[src/rtl/axibram_cmd_ser_pkg.sv]
// Shared constants, FSM encoding and frame-byte formatter for the write-side
// command serializer.
package axibram_cmd_ser_pkg;

  localparam int FRAME_LEN = 6;

  localparam logic [2:0] BYTE_B0 = 3'd0;
  localparam logic [2:0] BYTE_B1 = 3'd1;
  localparam logic [2:0] BYTE_B2 = 3'd2;
  localparam logic [2:0] BYTE_B3 = 3'd3;
  localparam logic [2:0] BYTE_B4 = 3'd4;
  localparam logic [2:0] BYTE_B5 = 3'd5;

  typedef enum logic [2:0] {
    ST_IDLE = 3'd0,
    ST_B0   = 3'd1,
    ST_B1   = 3'd2,
    ST_B2   = 3'd3,
    ST_B3   = 3'd4,
    ST_B4   = 3'd5,
    ST_B5   = 3'd6
  } ser_state_e;

  // Byte index of a frame state (ST_IDLE maps to an unused index).
  function automatic logic [2:0] state_idx(input ser_state_e st);
    return 3'(st) - 3'd1;
  endfunction

  // The address is zero-extended to 12 bits, so its high bits land in the LSBs of B1.
  function automatic logic [7:0] frame_byte(input logic [3:0]  stb,
                                            input logic [11:0] addr,
                                            input logic [31:0] data,
                                            input logic [2:0]  idx);
    case (idx)
      BYTE_B0: return addr[7:0];
      BYTE_B1: return {stb, addr[11:8]};
      BYTE_B2: return data[7:0];
      BYTE_B3: return data[15:8];
      BYTE_B4: return data[23:16];
      BYTE_B5: return data[31:24];
      default: return 8'h00;
    endcase
  endfunction

endpackage

[src/rtl/axibram_cmd_ser_fifo.sv]
// Register FIFO with occupancy count; a push into a full FIFO is refused
// even when a pop happens in the same cycle.
module fifo_cnt_W_D #(
  parameter  int W  = 8,
  parameter  int D  = 4,
  localparam int AW = $clog2(D)
) (
  input  logic         aclk,
  input  logic         rst,
  input  logic         push,
  input  logic [W-1:0] wdata,
  input  logic         pop,
  output logic [W-1:0] rdata,
  output logic         nempty,
  output logic         full,
  output logic [AW:0]  count
);

  logic [W-1:0]  mem [D];
  logic [AW-1:0] wr_ptr, rd_ptr;
  logic          do_push, do_pop;

  assign full    = (count == (AW+1)'(D));
  assign nempty  = (count != '0);
  assign do_push = push && !full;
  assign do_pop  = pop && nempty;
  assign rdata   = mem[rd_ptr];

  // NOTE: storage has no reset; only the pointers and count define validity.
  always_ff @(posedge aclk) begin
    if (do_push) mem[wr_ptr] <= wdata;
  end

  // NOTE: sequential state uses non-blocking assignments so every register
  // samples pre-edge values regardless of process evaluation order.
  always_ff @(posedge aclk or posedge rst) begin
    if (rst) begin
      wr_ptr <= '0;
      rd_ptr <= '0;
      count  <= '0;
    end else begin
      if (do_push) wr_ptr <= wr_ptr + 1'b1;
      if (do_pop)  rd_ptr <= rd_ptr + 1'b1;
      case ({do_push, do_pop})
        2'b10:   count <= count + 1'b1;
        2'b01:   count <= count - 1'b1;
        default: count <= count;
      endcase
    end
  end

endmodule

[src/rtl/axibram_cmd_ser.sv]
// Window-decoded BRAM write capture into a word FIFO, replayed as 6-byte
// frames on a byte-wide command bus.
module axibram_cmd_ser
  import axibram_cmd_ser_pkg::*;
#(
  parameter int                      ADDRESS_BITS = 10,
  parameter logic [ADDRESS_BITS-1:0] ADDR_MASK    = ADDRESS_BITS'(10'h300),
  parameter logic [ADDRESS_BITS-1:0] ADDR_MATCH   = ADDRESS_BITS'(10'h100),
  parameter int                      FIFO_DEPTH   = 4
) (
  input  logic                    aclk,
  input  logic                    rst,
  input  logic [ADDRESS_BITS-1:0] pre_awaddr,
  input  logic                    start_burst,
  output logic                    dev_ready,
  input  logic [ADDRESS_BITS-1:0] bram_waddr,
  input  logic                    bram_wen,
  input  logic [3:0]              bram_wstb,
  input  logic [31:0]             bram_wdata,
  output logic [7:0]              cmd_ad,
  output logic                    cmd_stb,
  output logic                    cmd_start,
  output logic                    overflow
);

  localparam int EW = 4 + ADDRESS_BITS + 32;
  localparam int CW = $clog2(FIFO_DEPTH) + 1;

  logic          sel_r, accept, pop, nempty, full;
  logic [CW-1:0] count;
  logic [EW-1:0] head, frame_r, src;
  ser_state_e    state, next_state;
  logic [7:0]    nxt_ad;
  logic          nxt_stb, nxt_start;

  assign accept    = bram_wen && sel_r && (bram_wstb != 4'b0);
  // Two slots of headroom because the bridge acts on a registered copy.
  assign dev_ready = (count <= CW'(FIFO_DEPTH - 2));
  assign pop       = nempty && (state == ST_IDLE || state_idx(state) == 3'(FRAME_LEN - 1));

  fifo_cnt_W_D #(.W(EW), .D(FIFO_DEPTH)) u_fifo (
    .aclk   (aclk),
    .rst    (rst),
    .push   (accept),
    .wdata  ({bram_wstb, bram_waddr, bram_wdata}),
    .pop    (pop),
    .rdata  (head),
    .nempty (nempty),
    .full   (full),
    .count  (count)
  );

  always_ff @(posedge aclk or posedge rst) begin
    if (rst) begin
      sel_r    <= 1'b0;
      overflow <= 1'b0;
    end else begin
      if (start_burst) sel_r <= ((pre_awaddr & ADDR_MASK) == ADDR_MATCH);
      if (accept && full) overflow <= 1'b1;
    end
  end

  always_ff @(posedge aclk or posedge rst) begin
    if (rst) begin
      state     <= ST_IDLE;
      frame_r   <= '0;
      cmd_ad    <= 8'h00;
      cmd_stb   <= 1'b0;
      cmd_start <= 1'b0;
    end else begin
      state     <= next_state;
      if (pop) frame_r <= head;
      cmd_ad    <= nxt_ad;
      cmd_stb   <= nxt_stb;
      cmd_start <= nxt_start;
    end
  end

  // NOTE: every signal driven here gets a default first so no latch is inferred.
  always_comb begin
    next_state = state;
    case (state)
      ST_IDLE: if (nempty) next_state = ST_B0;
      ST_B5:   next_state = nempty ? ST_B0 : ST_IDLE;
      default: next_state = ser_state_e'(state + 3'd1);
    endcase
  end

  // Outputs are computed for the next state and registered, taking the fresh
  // FIFO head on the cycle it is popped.
  always_comb begin
    src       = pop ? head : frame_r;
    nxt_stb   = (next_state != ST_IDLE);
    nxt_start = (next_state == ST_B0);
    nxt_ad    = 8'h00;
    if (nxt_stb)
      nxt_ad = frame_byte(src[EW-1 -: 4], 12'(src[32 +: ADDRESS_BITS]), src[31:0],
                          state_idx(next_state));
  end

endmodule
[config.mk]
export PLATFORM = sky130hd
export DESIGN_NAME = axibram_cmd_ser
export DESIGN_NICKNAME = d
export VERILOG_FILES = /design/src/rtl/axibram_cmd_ser_pkg.sv /design/src/rtl/axibram_cmd_ser_fifo.sv /design/src/rtl/axibram_cmd_ser.sv
export SDC_FILE = /design/constraint.sdc
export NUM_CORES = 1
export LEC_CHECK = 0
export CAP_MARGIN = 10
export CORE_UTILIZATION = 45
export DETAILED_ROUTE_END_ITERATION = 10
export SYNTH_ARGS = -nofsm -noshare
export SYNTH_HDL_FRONTEND = slang
export SYNTH_SLANG_ARGS = --single-unit
[constraint.sdc]
create_clock -name aclk -period 5.75 [get_ports aclk]
set_clock_uncertainty 0.1 [all_clocks]
set_input_delay 0.8625 -clock aclk [delete_from_list [all_inputs] [get_ports aclk]]
set_output_delay 0.8625 -clock aclk [all_outputs]
set_load 0.1 [all_outputs]
## Yosys cells after proc, flatten, opt, wreduce, memory -nomap -nowiden

Memories as Yosys holds them, arrays and structs flattened.
Index checks and enable logic that the tools add are counted.

- Multiplexer cells: 9
- Eq/ne operators: 12
- Reductions and logical operators: 14
- Add/subtract/negate cells: 7
- $lt $le $gt $ge: 1

Operators with widths:

| operator | number |
|---|---|
| case mux 8 bit (6 select lines) | 1 |
| two-way mux 46 bit | 1 |
| == test 3 bit (second input constant) | 5 |
| case mux 3 bit (2 select lines) | 2 |
| subtractor 3 x 1 -> 3 bit (second input constant) | 3 |
| two-way mux 8 bit | 1 |
| adder 3 x 1 -> 3 bit (second input constant) | 2 |
| == test 3 x 1 -> 1 bit (second input constant) | 2 |
| == test 3 x 2 -> 1 bit (second input constant) | 2 |
| logical AND 1 bit | 6 |
| zero test 3 bit | 2 |
| nonzero test 3 bit | 2 |
| adder 2 x 1 -> 2 bit (second input constant) | 2 |
| == test 2 x 1 -> 1 bit (second input constant) | 2 |
| nonzero test 4 bit | 1 |
| less-or-equal comparator 3 x 2 -> 1 bit (second input constant) | 1 |
| two-way mux 1 bit | 3 |
| two-way mux 3 bit | 1 |
| == test 2 bit (second input constant) | 1 |
| nonzero test 2 bit | 1 |
| zero test 1 bit | 1 |
| logical OR 1 bit | 1 |

- Bits of input ports: 60
- Register bits after elaboration: 68
- Output and inout port bits: 12
- Memories kept: 1
- Memory bits (writable): 184

Memory list:

| name | depth | width | read ports | clocked after memory_dff | wr ports | RTL line | RTL |
|---|---|---|---|---|---|---|---|
| u_fifo.mem | 4 | 46 | 1 | 0 | 1 | axibram_cmd_ser_fifo.sv:19 | `logic [W-1:0] mem [D];` |

## Logic depth before layout (Yosys ltp)

- Depth after elaboration: 7
- Depth in mapped cells: 13

## By module

A second synthesis with hierarchy kept.

- Cells, all modules: 600
- Area total of the unflattened synthesis: 10430.0 um^2

By module, submodules not included:

| module | instances | area an instance (um^2) | cells each |
|---|---|---|---|
| fifo_cnt_W_D | 1 | 7060.5 | 278 |
| axibram_cmd_ser | 1 | 3369.5 | 322 |

## Least setup slack after synthesis

Ideal clock, no wire load.

- Kind: input port to flip-flop
- From: input port bram_wstb[0]
- To: memory u_fifo.mem[0][0] in the netlist's numbering, enable pin
- Slack: 2605 ps
- Library setup time: 408 ps
- Data arrival time: 2637 ps
- Stages on the path: 3
- Buffers on the path: 0
- Path through: nor4_1 > a211oi_1 > and2_1

- Cells in the longest elaborated chain, start to end: 5

Ends and longest elaborated chain:

| what | RTL line | RTL |
|---|---|---|
| start, declared | axibram_cmd_ser.sv:18 | `input logic [3:0] bram_wstb,` |
| nonzero test 4 bit | axibram_cmd_ser.sv:36 | `assign accept = bram_wen && sel_r && (bram_wstb != 4'b0);` |
| logical AND 1 bit | axibram_cmd_ser.sv:36 |  |
| logical AND 1 bit | axibram_cmd_ser_fifo.sv:25 | `assign do_push = push && !full;` |
| two-way mux 1 bit | axibram_cmd_ser_fifo.sv:31 | `if (do_push) mem[wr_ptr] <= wdata;` |
| two-way mux 1 bit (not written as such) | axibram_cmd_ser_fifo.sv:31 |  |
| end, declared | axibram_cmd_ser_fifo.sv:19 |  |

Every way passes these cells.

## Final worst setup path

- From: register state[0]
- To: register cmd_ad[0]

- Elaborated cells between the ends (all ways): 20
- Classes of those cells: add/sub (3); eq/ne (7); mux (5); reduce/logical (5)

RTL lines:

| what | RTL line | RTL |
|---|---|---|
| start, declared | axibram_cmd_ser.sv:32 | `ser_state_e state, next_state;` |
| start signal, assigned | axibram_cmd_ser.sv:71 | `state <= next_state;` |
| adder 3 x 1 -> 3 bit, or another cell as far along | axibram_cmd_ser.sv:85 | `default: next_state = ser_state_e'(state + 3'd1);` |
| case mux 3 bit (2 select lines) * | axibram_cmd_ser.sv:82 | `case (state)` |
| via next_state[1] | axibram_cmd_ser.sv:32 |  |
| subtractor 3 x 1 -> 3 bit | axibram_cmd_ser_pkg.sv:26 | `return 3'(st) - 3'd1;` |
| == test 3 bit, or another cell as far along | axibram_cmd_ser_pkg.sv:34 | `case (idx)` |
| case mux 8 bit (6 select lines) | axibram_cmd_ser_pkg.sv:34 |  |
| two-way mux 8 bit * | axibram_cmd_ser.sv:96 | `if (nxt_stb)` |
| via nxt_ad[0] | axibram_cmd_ser.sv:33 | `logic [7:0] nxt_ad;` |
| end signal, assigned | axibram_cmd_ser.sv:73 | `cmd_ad <= nxt_ad;` |
| end, declared | axibram_cmd_ser.sv:20 | `output logic [7:0] cmd_ad,` |

The timed path passes the listed nets; every way through them passes the cells marked *.
A chain may end at the register's enable or synchronous reset.

==> run_results.csv <==
group,metric,value,unit
sta,finalCriticalPeriod,3.54,ns
clock_network,cts-root-buf,"clkbuf_16",
routing,wirelength,18700,um
routing,viasPerCell,5.62,
global_route,grt_pass1_vias,5230,
placed_design,io_buffers,63,
floorplanning,coreArea,21800,um^2
clock_network,hold_buffers,0,
cells_and_area,nNetsFinal,652,
sta,hold_viol,0,
worst_setup_path,worstRegToRegCells,8,
clock_network,clock-sinks,252,
cells_and_area,area_growth,18.3,%
cells_and_area,post-route-cell-area,11800,um^2
worst_setup_path,crit_path_start_kind,"register",
cells_and_area,seq_area,7230,um^2
cells_and_area,fillers,1688,
cells_and_area,drive_gt1_share,25.3,%
placed_design,post_dp_cell_area,10900,um^2
sta,finalCritPeriodShare,61.5,%
synthesis,yosys.area_share.simple,1.99,%
placed_design,place_hpwl,11600,um
pwr,powerDensity,571,nW/um^2
pwr,vdd_drop_max,0.000379,V
routing,ant_nets,0,
min_path,hold_class,"register to register",
sta,finalSetupViolCount,0,
floorplanning,die-area,22800,um^2
clock_network,clk_latency,0.52,ns
synthesis,synth_mux_area_share,16.4,%
run_status,status,"completed",
worst_setup_path,worstReg2RegEnd,"cmd_ad[0]",
placed_design,gp_congestion,0.834,
synthesis,synth_fa_ha_area_share,1.58,%
floorplanning,die_width,151,um
global_route,grt_remaining_overflow,0,
worst_setup_path,r2r-start,"state[0]",
sta,slew_headroom,27.2,%
global_route,grt_max_degree,51,
floorplanning,rows,54,
synthesis,synth_compound_area_share,5.22,%
min_path,min_path_cells,1,
clock_network,cts_resized,0,
synthesis,synth_top_flop_cell,"edfxtp_1",
clock_network,postCtsSetupBuffers,0,
routing,routed-via-count,4942,
clock_network,cts_tree,"done",
worst_setup_path,end_kind,"register",
pwr,leakage,0.00416,uW
synthesis,synth-seq-cells,252,
routing,dr.pass1.iters,5,
sta,fmax,283,MHz
global_route,grt.total_usage,17.4,%
routing,wire_per_inst,21.3,um
clock_network,htree_levels,1,
synthesis,ys_seq_area_share,72.4,%
floorplanning,start_util,45.9,%
synthesis,synth_edf_count,184,
synthesis,ys_warn_count,0,
synthesis,syn-num-nets,571,
cells_and_area,final_cell_mix,"edfxtp_1, dfrtp_1, clkdlybuf4s50_1",
synthesis,ys_types,58,
synthesis,netlist_area,9980,um^2
cells_and_area,n_antenna_cell,0,
clock_network,cts_buffers,26,
clock_network,cts_buffer_depth,3,
placed_design,placed_cells,832,
cells_and_area,final_common_cell,"edfxtp_1",
pwr,power,6740,uW
job,drv_cap,0,
worst_setup_path,cp.arrival,3.83,ns
synthesis,synth_xor_area_share,0.527,%
synthesis,ys_async_sr_fraction,27.0,%
synthesis,synthCells,499,
routing,drc_errors,0,
sta,fin_setup_tns,0,ns
floorplanning,pin_count,72,
min_path,min_from,"overflow",
sta,finalMaxSlewViolations,0,
cells_and_area,stdcell_count,880,
sta,worst_slew_pin_slew,1.09,ns
sta,rsz0062_at_grt,"no",
synthesis,synth_area_per_cell,20.0,um^2
clock_network,clk_pin_slew_worst_paths,0.06,ns
worst_setup_path,critPathRequiredTime,6.05,ns
routing,drt_iter0_drc,304,
cells_and_area,multi_input_area,2570,um^2
min_path,min_to,"overflow",
worst_setup_path,r2r_slack,2.21,ns
floorplanning,die_y,151,um
worst_setup_path,crit_type,"register to register",
worst_setup_path,critical_path.max_fanout,12,
synthesis,synth_top_family_by_area,"multiplexers",
global_route,grt_pass1_wl,29600,um
global_route,antenna_found_initial,0,
## state kept, by name, summed over array words and instances (netlist names)
register,cells
cmd_start,1
sel_r,1
frame_r,46
cmd_stb,1
overflow,1
u_fifo.mem,184
u_fifo.rd_ptr,2
state,3
u_fifo.count,3
cmd_ad,8
u_fifo.wr_ptr,2
## through the flow
step / setup slack (ns) / util, % / hold WS [ns]
global placement: 1.79 / 50.2 / 0.356
global route: 2.00 / 54.3 / 0.388
finish: 2.21 / 54.3 / 0.368
floorplan: 2.60 / - / 0.359
detailed placement: 1.66 / 50.2 / 0.362
CTS: 2.19 / 54.3 / 0.376
## worst max-delay path, cell delays in order, from the launching register on
cell      delay, ns
dfrtp_1        0.46
inv_1          0.15
ha_1           0.29
nor2b_1        0.25
a32oi_1        0.55
inv_2          0.20
nor3_2         0.83
a22oi_1        0.25
o221ai_1       0.34
## layer usage
layer | track usage (%) | vias to the layer above | share of wire, %
li1 | - | 2200 | -
met1 | 24.0 | 2592 | 44
met2 | 29.1 | 124 | 50
met3 | 2.65 | 26 | 4.7
met4 | 4.35 | 0 | 1.7
met5 | 0 | - | 0
## area by class of cell
cell class / count / share of cell area (%)
sequential: 252 / 61.2
multi-input combinational: 212 / 21.7
clock buffer: 36 / 6.18
timing repair buffer: 73 / 5.98
tap: 280 / 2.97
clock inverter: 12 / 1.36
inverter: 15 / 0.541
## how the worst max path moves through the flow
stage,start,end,cells after the start
2_1_floorplan,bram_wstb[0],u_fifo.mem[0][0],3
3_3_place_gp,bram_wstb[1],u_fifo.mem[1][22],5
5_1_grt,state[0],cmd_ad[0],8
3_5_place_dp,bram_wstb[1],u_fifo.mem[1][22],5
6_report,state[0],cmd_ad[0],8
4_1_cts,bram_wstb[1],u_fifo.mem[1][20],5
## synthesized netlist by cell type, drive strengths merged (3+ instances only)
library cell | count | area, um^2
edfxtp | 184 | 5530
nor2 | 10 | 37.5
o221ai | 6 | 52.6
nor2b | 3 | 18.8
ha | 11 | 138
o2111a | 4 | 45.0
a21o | 4 | 30.0
mux2i | 7 | 70.1
mux4 | 46 | 1040
buf | 13 | 97.6
clkbuf | 7 | 27.5
inv | 15 | 63.8
nand2 | 7 | 26.3
a222oi | 6 | 60.1
a22oi | 7 | 52.6
xnor2 | 4 | 35.0
nor3 | 3 | 20.0
and2 | 4 | 25.0
dfrtp | 68 | 1700
a211oi | 5 | 37.5
o21ai | 7 | 35.0
mux2 | 42 | 526
## kinds of logic after synthesis
family | count (synthesis)
buffers and inverters | 35
xor gates and xnor gates | 6
and+or+nand+nor | 37
muxes | 95
AOI/OAI and AO/OA | 62
adders and majority gates | 12
DFF | 252
## power by group
group / switching [uW] / leakage [uW] / total, uW / internal [uW]
logic: 1460 / 0.00126 / 2570 / 1110
clock network: 656 / 0.000435 / 1720 / 1060
registers: 176 / 0.00247 / 2460 / 2280
No activity file was read; power rests on OpenSTA's default activity.
